## config.mk

```make
export PLATFORM = sky130hd
export DESIGN_NAME = branch_resolve
export DESIGN_NICKNAME = d
export VERILOG_FILES = /design/src/rtl/branch_resolve.sv
export SDC_FILE = /design/constraint.sdc
export NUM_CORES = 1
export LEC_CHECK = 0
export BUFFER_PORTS_ARGS = -buffer_cell sky130_fd_sc_hd__buf_2
export CORE_MARGIN = 2
export CORE_UTILIZATION = 35
export DETAILED_ROUTE_END_ITERATION = 10
export GPL_ROUTABILITY_DRIVEN = 0
export GPL_TIMING_DRIVEN = 0
export SLEW_MARGIN = 20
export SYNTH_ARGS = -nofsm -noshare
export SYNTH_HDL_FRONTEND = slang
export SYNTH_SLANG_ARGS = --single-unit
```

## constraint.sdc

```tcl
create_clock -name clk -period 3.3 [get_ports clk]
set_input_delay 0.495 -clock clk [delete_from_list [all_inputs] [get_ports clk]]
set_output_delay 0.495 -clock clk [all_outputs]
set_load 0.01 [all_outputs]
```

## src/rtl/branch_resolve.sv

```systemverilog
// branch_resolve: single-stage branch resolution unit with a 2-bit
// saturating-counter branch history table (BHT).
//
// A request (opcode, rt sub-op, operands, PC, offset, fetch prediction) is
// decoded and registered in one cycle. The result carries direction, target,
// link information and a mispredict flag. It is held under output
// back-pressure. Resolved conditional branches train the BHT when their
// result is consumed.
//
// Ports:
//   clk, resetn          clock (rising edge), asynchronous active-low reset
//   in_valid/in_ready    request handshake
//   in_op, in_rt         opcode and REGIMM sub-op
//   in_a, in_b           rs / rt operand values (DW bits, signed compares)
//   in_pc, in_imm        branch PC and 16-bit word offset
//   in_pred_taken        direction predicted at fetch
//   flush                drop the held result and any incoming request
//   out_valid/out_ready  result handshake
//   out_is_branch, out_taken, out_target, out_link, out_link_addr,
//   out_mispredict       registered resolution result
//   pred_pc, pred_taken  combinational BHT lookup for fetch
module branch_resolve #(
    parameter int DW      = 32,
    parameter int BHT_IDX = 6
) (
    input  logic          clk,
    input  logic          resetn,
    input  logic          in_valid,
    output logic          in_ready,
    input  logic [5:0]    in_op,
    input  logic [4:0]    in_rt,
    input  logic [DW-1:0] in_a,
    input  logic [DW-1:0] in_b,
    input  logic [31:0]   in_pc,
    input  logic [15:0]   in_imm,
    input  logic          in_pred_taken,
    input  logic          flush,
    output logic          out_valid,
    input  logic          out_ready,
    output logic          out_is_branch,
    output logic          out_taken,
    output logic [31:0]   out_target,
    output logic          out_link,
    output logic [31:0]   out_link_addr,
    output logic          out_mispredict,
    input  logic [31:0]   pred_pc,
    output logic          pred_taken
);

    localparam int DEPTH = 1 << BHT_IDX;

    localparam logic [5:0] OP_REGIMM = 6'b000001;
    localparam logic [5:0] OP_BEQ    = 6'b000100;
    localparam logic [5:0] OP_BNE    = 6'b000101;
    localparam logic [5:0] OP_BLEZ   = 6'b000110;
    localparam logic [5:0] OP_BGTZ   = 6'b000111;

    // ------------------------------------------------------------------
    // Condition decode
    // ------------------------------------------------------------------
    logic        a_zero;
    logic        a_neg;
    logic        dec_is_branch;
    logic        dec_taken;
    logic        dec_link;
    logic [31:0] dec_target;

    assign a_zero = (in_a == '0);
    assign a_neg  = in_a[DW-1];

    // Offset is a word count: sign-extend and scale by 4, wrap at 32 bits.
    assign dec_target = in_pc + 32'd4 + {{14{in_imm[15]}}, in_imm, 2'b00};

    // NOTE: every output of a combinational block gets a default before the
    // case; an unassigned path would otherwise infer a latch.
    always_comb begin
        dec_is_branch = 1'b0;
        dec_taken     = 1'b0;
        dec_link      = 1'b0;
        case (in_op)
            OP_BEQ: begin
                dec_is_branch = 1'b1;
                dec_taken     = (in_a == in_b);
            end
            OP_BNE: begin
                dec_is_branch = 1'b1;
                dec_taken     = (in_a != in_b);
            end
            OP_BLEZ: begin
                dec_is_branch = 1'b1;
                dec_taken     = a_neg || a_zero;
            end
            OP_BGTZ: begin
                dec_is_branch = 1'b1;
                dec_taken     = !a_neg && !a_zero;
            end
            OP_REGIMM: begin
                // rt[4] selects the linking variant; rt[0] selects >=0 vs <0.
                case (in_rt)
                    5'b00000, 5'b10000: begin
                        dec_is_branch = 1'b1;
                        dec_taken     = a_neg;
                        dec_link      = in_rt[4];
                    end
                    5'b00001, 5'b10001: begin
                        dec_is_branch = 1'b1;
                        dec_taken     = !a_neg;
                        dec_link      = in_rt[4];
                    end
                    default: ;
                endcase
            end
            default: ;
        endcase
    end

    // ------------------------------------------------------------------
    // Output register stage
    // ------------------------------------------------------------------
    logic               accept;
    logic [BHT_IDX-1:0] held_idx;

    assign in_ready = (!out_valid || out_ready) && !flush;
    assign accept   = in_valid && in_ready;

    // NOTE: clocked state uses non-blocking assignments so every register
    // samples pre-edge values regardless of statement order.
    always_ff @(posedge clk or negedge resetn) begin
        if (!resetn) begin
            out_valid      <= 1'b0;
            out_is_branch  <= 1'b0;
            out_taken      <= 1'b0;
            out_target     <= '0;
            out_link       <= 1'b0;
            out_link_addr  <= '0;
            out_mispredict <= 1'b0;
            held_idx       <= '0;
        end else if (flush) begin
            out_valid <= 1'b0;
        end else if (accept) begin
            out_valid      <= 1'b1;
            out_is_branch  <= dec_is_branch;
            out_taken      <= dec_taken;
            out_target     <= dec_target;
            out_link       <= dec_link;
            out_link_addr  <= in_pc + 32'd8;
            out_mispredict <= dec_is_branch && (dec_taken != in_pred_taken);
            held_idx       <= in_pc[BHT_IDX+1:2];
        end else if (out_ready) begin
            out_valid <= 1'b0;
        end
    end

    // ------------------------------------------------------------------
    // Branch history table
    // ------------------------------------------------------------------
    logic [1:0] bht [DEPTH];
    logic       bht_upd;

    // Train only when a branch result actually leaves the stage.
    assign bht_upd = out_valid && out_ready && out_is_branch && !flush;

    // NOTE: the table is flop-based and every counter is reset to weakly
    // not-taken, so it cannot map onto a RAM macro without a reset.
    always_ff @(posedge clk or negedge resetn) begin
        if (!resetn) begin
            bht <= '{default: 2'b01};
        end else if (bht_upd) begin
            if (out_taken && bht[held_idx] != 2'b11) begin
                bht[held_idx] <= bht[held_idx] + 2'd1;
            end else if (!out_taken && bht[held_idx] != 2'b00) begin
                bht[held_idx] <= bht[held_idx] - 2'd1;
            end
        end
    end

    // Lookup sees the pre-update counter when it collides with a write.
    assign pred_taken = bht[pred_pc[BHT_IDX+1:2]][1];

    logic unused_pred_pc_bits;
    assign unused_pred_pc_bits = ^{pred_pc[31:BHT_IDX+2], pred_pc[1:0]};

endmodule

```

==> results <==
- Port buffering added 203 buffers.
- The cell area after synthesis is 12100 sq um.
- After detailed routing, the number of remaining DRC violations is 0.
- Clock tree synthesis inserted a total of 17 buffers.
- The library cell used most frequently in the layout, excluding fill and tap cells, is sky130_fd_sc_hd__buf_2.
- The class of the tightest hold or removal check is in2async.
- Fill cells in the final layout number 3204.
- Counting cells, the worst reg-to-reg path comes to 17.
- Of the available clock period, the critical path in the final layout requires 109%.
- The worst endpoint required time is 3630 ps.
- The total of endpoints with negative setup slack in the final report is 123.
- Yosys attributes the largest share of cell area to sky130_fd_sc_hd__dfrtp_1, sky130_fd_sc_hd__dfstp_2, sky130_fd_sc_hd__nand2_1, sky130_fd_sc_hd__o21ai_0, sky130_fd_sc_hd__ha_1.
- In the layout the commonest cells are sky130_fd_sc_hd__buf_2, sky130_fd_sc_hd__nand2_1, sky130_fd_sc_hd__dfrtp_1.
- The final hold violation count is 0.
- Detailed routing inserted a total of 11500 vias.
- The flow ran to the end, but the final reports show violations.
- The remaining antenna violation count after routing is 0.
- The TritonCTS sink count is 200.
- The die height is 190 microns.
- The design draws 7.88 mW.
- The headroom to the max-slew limit is 22.9%.
- The worst reg2reg path endpoint is bht[25].
- The static leakage is 7.79 nW.
- The latest clock arrival within the worst-skew pair is 450 ps.
- The initial detailed-routing violation count is 909.
- The worst-case clock skew is 17.0 ps.
- TritonCTS built the clock tree.
- Cells fill 47.9% of the core in the end.
- The minimum clock period is 3580 ps.
- The average wire per standard cell is 20.1 microns.
- The worst flop-to-flop path startpoint is out_link_addr[2].
- The routed design has 42000 microns of wire.
- The via count of the first global-routing pass is 11200.
- The remaining global-route overflow is 0.
- The deepest level of the CTS H-tree is 4.
- STA classifies the critical path endpoint as a register.
- No sink is reached through more buffers than the 2 on the longest clock path.
- The final count of pins violating max slew came to 0.
- Once the floorplan was initialized, standard cells occupied 35.3% of the core.
- IR analysis of the VDD net gives a maximum drop of 426 uV.
- The clock transition at the register clock pins on the worst setup and hold paths after CTS is 90 ps.
- The number of instances in the synthesized netlist is 1321.
- The Yosys step of the flow raised 0 warnings.
- The arrival time reported for the critical path endpoint is 3910 ps.
- The achievable frequency is 279 MHz.
- The share of the Yosys chip area taken by registers is 41.9%.
- The number of antenna violations at the first check in global routing was 1.
- In the final layout, the share of cells above drive strength 1 is 39.9%.
- The startpoint kind of the worst setup timing path is a register.
- For the pin with the worst max-slew slack, the measured transition is 1150 ps.
- The final worst slack is -281 ps.
- In this run the mean area of a mapped cell was 9.18 sq um.
- The root buffer cell chosen for the clock tree is sky130_fd_sc_hd__clkbuf_16.
- The number of enable-type register cells in the synthesized netlist is 0.
- Setup repair after global routing could not meet its margin everywhere.
- In the synthesized netlist the dominant register cell turns out to be sky130_fd_sc_hd__dfrtp_1.
- The final reports fail on negative setup slack.
- After synthesis, the share of flip-flops with an asynchronous set or reset is 100%.
- The number of antenna diodes is 0.
- The first global-routing pass estimated 63900 microns of wire.
- The number of distinct library cell variants in the gate-level netlist after synthesis is 62.
- The critical path in this run is classified as reg2reg.
- The total of hold buffers inserted after clock tree synthesis is 0.
- The HPWL after detailed placement is 29300 microns.
- The setup check on the worst reg-to-reg path leaves a slack of -280 ps.
- The die covers 36200 sq um.
- The net count reported at finish is 1844.
- The overall routing resource usage is 22.8%.
- The number of vias per cell after detailed routing is 5.52.
- The maximum net fanout on the critical path is 10.
- The pre-antenna-repair detailed-routing pass consisted of 6 iterations.
- Max-cap violations in this run came to 0.
- When the netlist entered floorplanning its net count stood at 1543.
- The maximum number of pins on one net before global-route repair is 75.
- For this design the top-level I/O count stands at 232.
- The floorplan row count is 68.
- The register bit count reported by yosys is 200.
- Of all cell types, the one taking the most synthesized area is sky130_fd_sc_hd__dfrtp_1.
- After synthesis, the largest area contributor takes up 28.1% of total cell area.
- The power density of the placed cells is 479 nW/um^2.
- Relative to the synthesized area, the layout overhead comes to 35.7%.
- The horizontal extent of the die is 190 microns.
- After floorplanning, the core was sized to cover 34400 sq um.
==> synthesized netlist by cell type, types with 21 or more instances <==
cell,number
sky130_fd_sc_hd__a21oi_1,58
sky130_fd_sc_hd__nand2_1,294
sky130_fd_sc_hd__nand3_1,24
sky130_fd_sc_hd__clkbuf_1,37
sky130_fd_sc_hd__dfstp_2,64
sky130_fd_sc_hd__o21ai_0,178
sky130_fd_sc_hd__ha_1,60
sky130_fd_sc_hd__dfrtp_1,136
sky130_fd_sc_hd__xor2_1,65
sky130_fd_sc_hd__mux2_2,21
sky130_fd_sc_hd__mux4_2,30
sky130_fd_sc_hd__nor2_1,67
==> metrics by stage <==
step / instances / setup slack, ps / hold WS (ps) / setup TNS [ps] / area (sq um)
after floorplan: 1321 / -14.8 / 199 / -14.8 / 12200
final: 2090 / -281 / 27.5 / -18800 / 16500
after CTS: 2049 / -132 / 38.2 / -4240 / 15500
after global routing: 2090 / -353 / 60.4 / -28990 / 16500
after global placement: 1979 / -1740 / 457 / -435770 / 13700
after detailed placement: 1981 / -1650 / 466 / -174380 / 13800
==> final cells by class <==
class                      instances  area [sq um]  share of cell area (%)
clock inverter                    14           145                   0.882
buffer                            62           500                    3.04
multi-input combinational       1035          7640                    46.4
sequential                       200          5090                    30.9
timing repair buffer             287          2010                    12.2
clock buffer                      18           429                    2.61
inverter                          19          78.8                   0.479
tap                              455           569                    3.46
==> critical path: stages, from the launching register on <==
cell	delay [ps]
sky130_fd_sc_hd__dfrtp_1	430
sky130_fd_sc_hd__buf_6	160
sky130_fd_sc_hd__buf_4	140
sky130_fd_sc_hd__inv_4	130
sky130_fd_sc_hd__clkbuf_8	250
sky130_fd_sc_hd__o22ai_1	90
sky130_fd_sc_hd__o21a_1	220
sky130_fd_sc_hd__a2111oi_4	270
sky130_fd_sc_hd__and4_1	260
sky130_fd_sc_hd__buf_6	150
sky130_fd_sc_hd__inv_6	40
sky130_fd_sc_hd__ha_4	160
sky130_fd_sc_hd__nor2_4	90
sky130_fd_sc_hd__o21a_4	210
sky130_fd_sc_hd__nand3_4	190
sky130_fd_sc_hd__buf_4	200
sky130_fd_sc_hd__nor2_4	120
sky130_fd_sc_hd__mux2_4	310
==> per-layer routing <==
metal,up-vias,GRT usage (%),routed length (microns)
met4,2,6.86,1160
met5,-,0,13
met3,94,6.33,3730
met2,475,36.1,19600
met1,5643,30.4,17600
li1,5319,-,-
==> logic make-up (layout without fill, tap and decap cells) <==
| logic type | after synthesis | count (layout) | share of synthesized area (%) |
|---|---|---|---|
| mux | 68 | 68 | 8.92 |
| compound gates | 329 | 329 | 15.6 |
| xor+xnor | 84 | 84 | 6.07 |
| buf+inv | 86 | 400 | 3.29 |
| simple gates | 493 | 493 | 17.8 |
| flops | 200 | 200 | 41.9 |
| fa+ha+maj | 61 | 61 | 6.36 |
==> timing repair <==
item                       in CTS  in global routing
pin swaps                      48                 66
gates cloned                    1                  6
setup endpoints to repair     129                130
buffers inserted               39                 37
gates resized for setup       247                207
==> worst max-delay path by stage <==
stage,startpoint,end,slack [ps]
2_1_floorplan,held_idx[1],bht[121],-10
3_3_place_gp,resetn,out_link_addr[16],-1740
3_5_place_dp,out_link_addr[2],bht[87],-1650
4_1_cts,held_idx[2],bht[121],-130
5_1_grt,held_idx[2],bht[25],-350
6_report,out_link_addr[2],bht[25],-280
==> where the power goes <==
part / total [mW] / internal [mW] / switching [mW]
clock: 2.13 / 1.02 / 1.11
sequential: 2.74 / 2.63 / 0.107
combinational: 3.01 / 1.29 / 1.73
total: 7.88 / 4.93 / 2.95
Power figures use the tool's default switching activity.
